[src/rtl/fifo_uart_tx.sv]
// ---------------------------------------------------------------------------
// fifo_uart_tx
//
// Takes bytes from an upstream show-ahead FIFO and transmits each one as an
// 8N1 (or 8N2) UART frame: a start bit, eight data bits sent LSB first, then
// STOP_BITS stop bits. Every bit is held for CLKS_PER_BIT clock cycles.
//
// Parameters
//   CLKS_PER_BIT  clk cycles per serial bit (2..65535)
//   STOP_BITS     stop bits per frame (1 or 2)
//
// Ports
//   clk         clock, rising edge active
//   rst         asynchronous reset, active low
//   enable      1 = a new byte may be fetched while idle
//   fifo_empty  upstream FIFO empty flag
//   fifo_data   upstream FIFO head byte, valid whenever fifo_empty = 0
//   fifo_get    one-cycle pop strobe to the upstream FIFO
//   tx          registered serial output, idle high
//   busy        1 while a frame is in progress
// ---------------------------------------------------------------------------
module fifo_uart_tx #(
    parameter int unsigned CLKS_PER_BIT = 16,
    parameter int unsigned STOP_BITS    = 1
) (
    input  logic       clk,
    input  logic       rst,
    input  logic       enable,
    input  logic       fifo_empty,
    input  logic [7:0] fifo_data,
    output logic       fifo_get,
    output logic       tx,
    output logic       busy
);

    localparam logic [15:0] BAUD_LAST = 16'(CLKS_PER_BIT - 1);
    localparam logic [2:0]  STOP_LAST = 3'(STOP_BITS - 1);

    typedef enum logic [1:0] {
        IDLE  = 2'd0,
        START = 2'd1,
        DATA  = 2'd2,
        STOP  = 2'd3
    } state_e;

    state_e      state_q, state_d;
    logic [15:0] baud_q,  baud_d;
    logic [2:0]  bit_q,   bit_d;    // data bit index in DATA, stop bit index in STOP
    logic [7:0]  shift_q, shift_d;
    logic        tx_q,    tx_d;
    logic        bit_end;

    always_comb begin
        // NOTE: every signal assigned here gets a default first, so no path
        // leaves one unassigned and no latch is inferred.
        state_d  = state_q;
        bit_d    = bit_q;
        shift_d  = shift_q;
        fifo_get = 1'b0;
        tx_d     = 1'b1;

        bit_end = (baud_q == BAUD_LAST);
        // The baud counter runs only inside a frame and restarts at every bit boundary.
        baud_d  = (state_q == IDLE || bit_end) ? 16'd0 : baud_q + 16'd1;

        case (state_q)
            IDLE: begin
                // fifo_get is combinational so the pop and the capture share one
                // edge; gating with rst keeps the strobe low while reset is held.
                if (rst && enable && !fifo_empty) begin
                    fifo_get = 1'b1;
                    shift_d  = fifo_data;
                    state_d  = START;
                end
            end
            START: begin
                if (bit_end) begin
                    state_d = DATA;
                end
            end
            DATA: begin
                if (bit_end) begin
                    shift_d = {1'b0, shift_q[7:1]};
                    bit_d   = bit_q + 3'd1;     // wraps to 0 after bit 7, ready for STOP
                    if (bit_q == 3'd7) begin
                        state_d = STOP;
                    end
                end
            end
            STOP: begin
                if (bit_end) begin
                    if (bit_q == STOP_LAST) begin
                        state_d = IDLE;
                        bit_d   = 3'd0;
                    end else begin
                        bit_d = bit_q + 3'd1;
                    end
                end
            end
            default: state_d = IDLE;
        endcase

        // tx is registered from the next state so it changes exactly with the
        // state and never glitches.
        case (state_d)
            START:   tx_d = 1'b0;
            DATA:    tx_d = shift_d[0];
            default: tx_d = 1'b1;
        endcase
    end

    always_ff @(posedge clk or negedge rst) begin
        if (!rst) begin
            state_q <= IDLE;
            baud_q  <= 16'd0;
            bit_q   <= 3'd0;
            shift_q <= 8'h00;
            tx_q    <= 1'b1;
        end else begin
            // NOTE: non-blocking assignments make every register sample the
            // pre-edge values, independent of statement order.
            state_q <= state_d;
            baud_q  <= baud_d;
            bit_q   <= bit_d;
            shift_q <= shift_d;
            tx_q    <= tx_d;
        end
    end

    assign tx   = tx_q;
    assign busy = (state_q != IDLE);

endmodule

[config.mk]
export PLATFORM = sky130hd
export DESIGN_NAME = fifo_uart_tx
export DESIGN_NICKNAME = d
export VERILOG_FILES = /design/src/rtl/fifo_uart_tx.sv
export SDC_FILE = /design/constraint.sdc
export NUM_CORES = 1
export LEC_CHECK = 0
export CORE_AREA = 2 2 58 60
export CTS_CLUSTER_DIAMETER = 120
export CTS_CLUSTER_SIZE = 24
export DETAILED_ROUTE_END_ITERATION = 7
export DIE_AREA = 0 0 60 62
export GPL_TIMING_DRIVEN = 1
export PLACE_DENSITY_LB_ADDON = 0.08
export REMOVE_ABC_BUFFERS = 1
export SLEW_MARGIN = 20
export SYNTH_ARGS = -nofsm -noshare
export SYNTH_HDL_FRONTEND = slang
export SYNTH_SLANG_ARGS = --single-unit
export TNS_END_PERCENT = 20
[constraint.sdc]
create_clock -name clk -period 2 [get_ports clk]
set_clock_uncertainty 0.15 [all_clocks]
set_input_delay 0.4 -clock clk [delete_from_list [all_inputs] [get_ports clk]]
set_output_delay 0.4 -clock clk [all_outputs]
set_load 0.03 [all_outputs]
# == Yosys cells after proc, flatten, opt, wreduce, memory -nomap -nowiden ==
# Index checks and enable logic that the tools add are counted.
# classes
n_addsub,2
n_mul,0
n_div,0
magnitude_cmp,0
eq_ne,10
shifts,0
mux,18
n_bitwise,0
n_reduce_logical,11
# ops
operator,n
$add 16x1->16 const B,1
$eq 16x4->1 const B,1
$mux 16,1
$mux 8,2
$pmux 8 s2,1
$mux 2,6
$mux 3,3
$pmux 2 s4,1
$eq 2x2->1 const B,3
$pmux 3 s2,1
$reduce_and 3->1,2
$reduce_bool 2->1,3
$eq 2x1->1 const B,2
$ne 2x2->1 const B,2
$add 3x1->3 const B,1
$eq 3x3->1 const B,1
$logic_not 3->1,1
$logic_and 1x1->1,2
$logic_not 2->1,1
$mux 1,2
$ne 2x1->1 const B,1
$pmux 1 s2,1
$logic_not 1->1,1
$logic_or 1x1->1,1
# word_totals
register_bits,30
latchBits,0
mem_bits_rw,0
romBits,0
input_bits,12
out_inout_bits,3
wordCells,47
mem_count,0

# == Longest topological paths before layout ==
# depth
word_depth,6
depth_mapped,8
mapped_depth_nobuf,7

# == Least setup slack after synthesis ==
# Ideal clock, no wire load.
# synth_timing
kind,in2reg
start,input port fifo_empty
end,"register tx_q, in the netlist tx"
t_arrival_ps,1857
path_slack_ps,-94
path_stages,5
n_path_buf,0
path_cell_list,nand3b_1 -> nor3_2 -> a21oi_1 -> a221oi_2 -> mux2i_1
# synth_via
elab_chain_len,6
elab_cells_between_ends,9
# synth_rtl
item,line_no,rtl
"start, declared",29,"input logic fifo_empty,"
$logic_not 1->1 *,70,if (rst && enable && !fifo_empty) begin
$logic_and 1x1->1 *,70,
$mux 2,70,
$pmux 2 s4,66,case (state_q)
$eq 2x2->1 or $eq 2x1->1 (tied branches),105,case (state_d)
$pmux 1 s2 *,105,
named net tx_d,50,"logic tx_q, tx_d;"
"end signal, assigned",126,tx_q <= tx_d;
"end, declared",50,
# Mark *: on every way through the listed nets, which the timed path passes. The rest lies on a longest branch. The select of a mux whose other input is x is not followed.
# A chain may end at the register's enable or synchronous reset.

# == Worst setup path in the final report ==
# layout_timing
start,register baud_q[1]
end,"register tx_q, in the netlist tx"
# layout_via
elab_chain_len,5
elab_cells_between_ends,10
# layout_rtl
item,line_no,rtl
"start, declared",47,"logic [15:0] baud_q, baud_d;"
"start signal, assigned",123,baud_q <= baud_d;
$eq 16x4->1 *,62,bit_end = (baud_q == BAUD_LAST);
"$mux 2, on equally long branches","91, 77, 82",
$pmux 2 s4,66,
$eq 2x2->1 or $eq 2x1->1 (tied branches),105,
$pmux 1 s2 *,105,
named net tx_d,50,
# Marked as above.

==> flow_summary.toml <==
[setup_path]
start_kind = "flop"
required_ns = 2.09
path_class = "flop to flop"
arrival_ns = 2.01
cp_max_fo = 8
endpoint_kind = "flop"

[grt]
gr-total-overflow = 0
track_usage = 0.185
grtUsageMet3 = 0.0621
top_usage_layer = "met2"
met1_usage = 0.211
grt_max_degree = 31
grt_pass1_wl_mm = 4.93
antenna_found_initial = 0
met2_usage = 0.320
grt_pass1_vias = 1145

[power]
clockPowerShare = 0.240
ir_worst_vdd_mv = 0.675
combinationalPowerShare = 0.288
p_int_mw = 1.26
leakagePower_nw = 0.889
power_density_mw_per_mm2 = 1010
p_sw_mw = 0.605
power.share.switching = 0.324
sequentialPowerShare = 0.472

[yosys]
netlist_top_cells_area = "dfrtp_1 (50%), nor2_1 (5.6%), nand2_1 (5.1%)"
synth_top_family_by_area = "simple AND/OR/NAND/NOR gates"
syn_area_per_cell_um2 = 9.89
synth.area.mux_share = 0.0145
ys_ff_latch = 30
synth_seq_area_share = 0.514
synth_area_mm2 = 0.00146
synth_cell_types = 36
synth_warnings = 0
synth_fa_ha_area_frac = 0.0342
synth_top_area_frac = 0.496
synthXorXnorAreaFrac = 0.0838
yosys.area.top_type = "dfrtp_1"
synth_compound_area_frac = 0.0821
synthCells = 148
synth-simple-area-share = 0.235

[clock_tree]
cts_buffer_depth = 2
cts.sinks = 30
clock_latency_ns = 0.33
cts_htree_levels = 2
clk_pin_slew_worst_paths_ns = 0.10
root_buffer = "clkbuf_4"
cts.hold.buffers_added = 0
cts_buffers = 5
cts_tree = "done"

[placement]
hpwl_mm = 2.02
portBuffers = 14
place.gp.congestion = 0.777

[flow_run]
drv_cap = 0

[timing]
drv_slew = 0
slew_headroom = 0.753
setup_violations = 0
hold_viol = 29
finalCritPeriodShare = 0.956
min_period_ns = 1.91
hold_ws_ns = -0.0303
tightestPinTransition_ns = 0.367
clock.fmax_ghz = 0.523

[die]
coreArea_mm2 = 0.00318
die-area_mm2 = 0.00372
dieHeight_um = 62
chipWidth_um = 60
initial_core_util = 0.460
io_pins = 15
rows = 21

[layout]
final_nets = 192
diodes = 0
regArea_um2 = 752
fillers = 287
final_layout_size_suffix_gt1_frac = 0.203
multi_input_area_um2 = 691
finalCoreUtilization = 0.580
areaGrowthSynthToFinish_pct = 26.1

[routing]
vias_per_cell = 5.08
drt_wl_total_mm = 2.86
postRouteAntennaNets = 0
drt_first_pass_iters = 4
drtIter0Drc = 100
wl_per_cell_um = 12.8
drc = 0
num_vias = 1132

[min_path]
hold_path_class = "input pin to async pin"

[outcome]
status = "finished with violations"
violations = "negative hold slack"
## timing repair
action / CTS / global route
pin swaps: 0 / 5
buffers inserted: 0 / 2
setup endpoints to repair: 3 / 23
gates resized for setup: 3 / 13
## Yosys cell counts (all sizes together)
cell and n:
a22oi 6, nor3b 1, a21o 2, mux2i 1, o21ai 3, nor2 22
nand2 20, dfrtp 29, and3 2, nor3 3, nand3b 1, and4 3
nor4 3, a21oi 2, mux2 1, dfstp 1, xor2 8, a311o 1
a32o 1, a221oi 1, xnor2 6, nand2b 1, or2 1, nand4 2
ha 4, and2 2, inv 5, clkbuf 3, buf 3, nor2b 2
nand3 8
## cell families after synthesis
| kind of cell | count (synthesis) |
|---|---|
| mux | 2 |
| fa+ha+maj | 4 |
| xor+xnor | 14 |
| buf+inv | 11 |
| compound gates | 16 |
| simple gates | 71 |
| flops | 30 |
## stage by stage
stage | setup TNS [ns] | total power [mW] | instances | setup WS [ns] | cell area, um^2
4_1_cts | -0.0434 | 1.86 | 221 | -0.0434 | 1790
2_1_floorplan | -0.0966 | 1.19 | 142 | -0.0936 | 1430
5_1_grt | -0.00169 | 2.01 | 223 | -0.00169 | 1850
3_5_place_dp | -0.0767 | 1.42 | 213 | -0.0601 | 1710
3_3_place_gp | -0.0319 | 1.39 | 213 | -0.0319 | 1710
6_report | 0 | 1.87 | 223 | 0.0873 | 1850
## sequential cells by signal, indices dropped and copies added, names as in the netlist
signal,flops
state_q,2
shift_q,8
bit_q,3
baud_q,16
tx,1
## layout make-up
class,instances,share of cell area
sequential,30,0.407
multi-input combinational,107,0.374
timing repair buffer,27,0.134
clock buffer,8,0.0427
tap,46,0.0312
inverter,5,0.0102
## per-layer routing
layer  up-vias  part of all wire
li1        561                 -
met1       538              0.45
met2        29              0.49
met3         4             0.054
met4         0             0.011
met5         -                 0
## critical path, stage by stage (launching register included)
cell and delay (ns):
dfrtp_1 0.41, ha_2 0.18, and3_1 0.20, and4_4 0.20
buf_6 0.13, a32o_2 0.28, a221oi_2 0.17, mux2i_1 0.11
## placed cells by master (no fill, tap or decap), types with 2 or more instances in the layout
| master | Yosys | final |
|---|---|---|
| dfrtp_1 | 29 | 29 |
| and3_1 | 2 | 2 |
| buf_4 | 1 | 12 |
| nand2_1 | 20 | 20 |
| ha_1 | 4 | 3 |
| nor2b_1 | 2 | 2 |
| nor3_1 | 2 | 2 |
| and4_2 | 2 | 2 |
| o21ai_0 | 3 | 3 |
| a21o_1 | 2 | 2 |
| nor2_1 | 22 | 21 |
| inv_1 | 5 | 5 |
| clkbuf_4 | 0 | 5 |
| buf_6 | 1 | 2 |
| nand3_1 | 8 | 8 |
| xnor2_1 | 6 | 6 |
| dlygate4sd2_1 | 0 | 2 |
| nor4_1 | 3 | 2 |
| nand4_1 | 2 | 2 |
| dlymetal6s2s_1 | 0 | 3 |
| clkdlybuf4s50_1 | 0 | 8 |
| xor2_1 | 8 | 8 |
| clkbuf_8 | 0 | 3 |
| a22oi_1 | 6 | 6 |
## power groups by stage
stage                     Sequential, mW  Combinational, mW  Clock (mW)
after floorplan                    0.912              0.282           0
after global placement             0.885              0.505           0
after detailed placement           0.893              0.522           0
after CTS                          0.881              0.521       0.461
after global routing               0.908              0.612       0.487
final                              0.882              0.538       0.449
## worst paths after layout
path                       slack (ns)         end  depth (start not counted)        from
min in group clk                 0.34  shift_q[5]                          2  shift_q[5]
hold / removal                  -0.03  shift_q[1]                          2         rst
hold reg to reg                  0.34  shift_q[5]                          2  shift_q[5]
setup reg to reg                 0.09          tx                          7   baud_q[1]
setup / recovery                 0.09          tx                          7   baud_q[1]
max in group asynchronous        1.41          tx                          2         rst
Power figures use the tool's default switching activity.
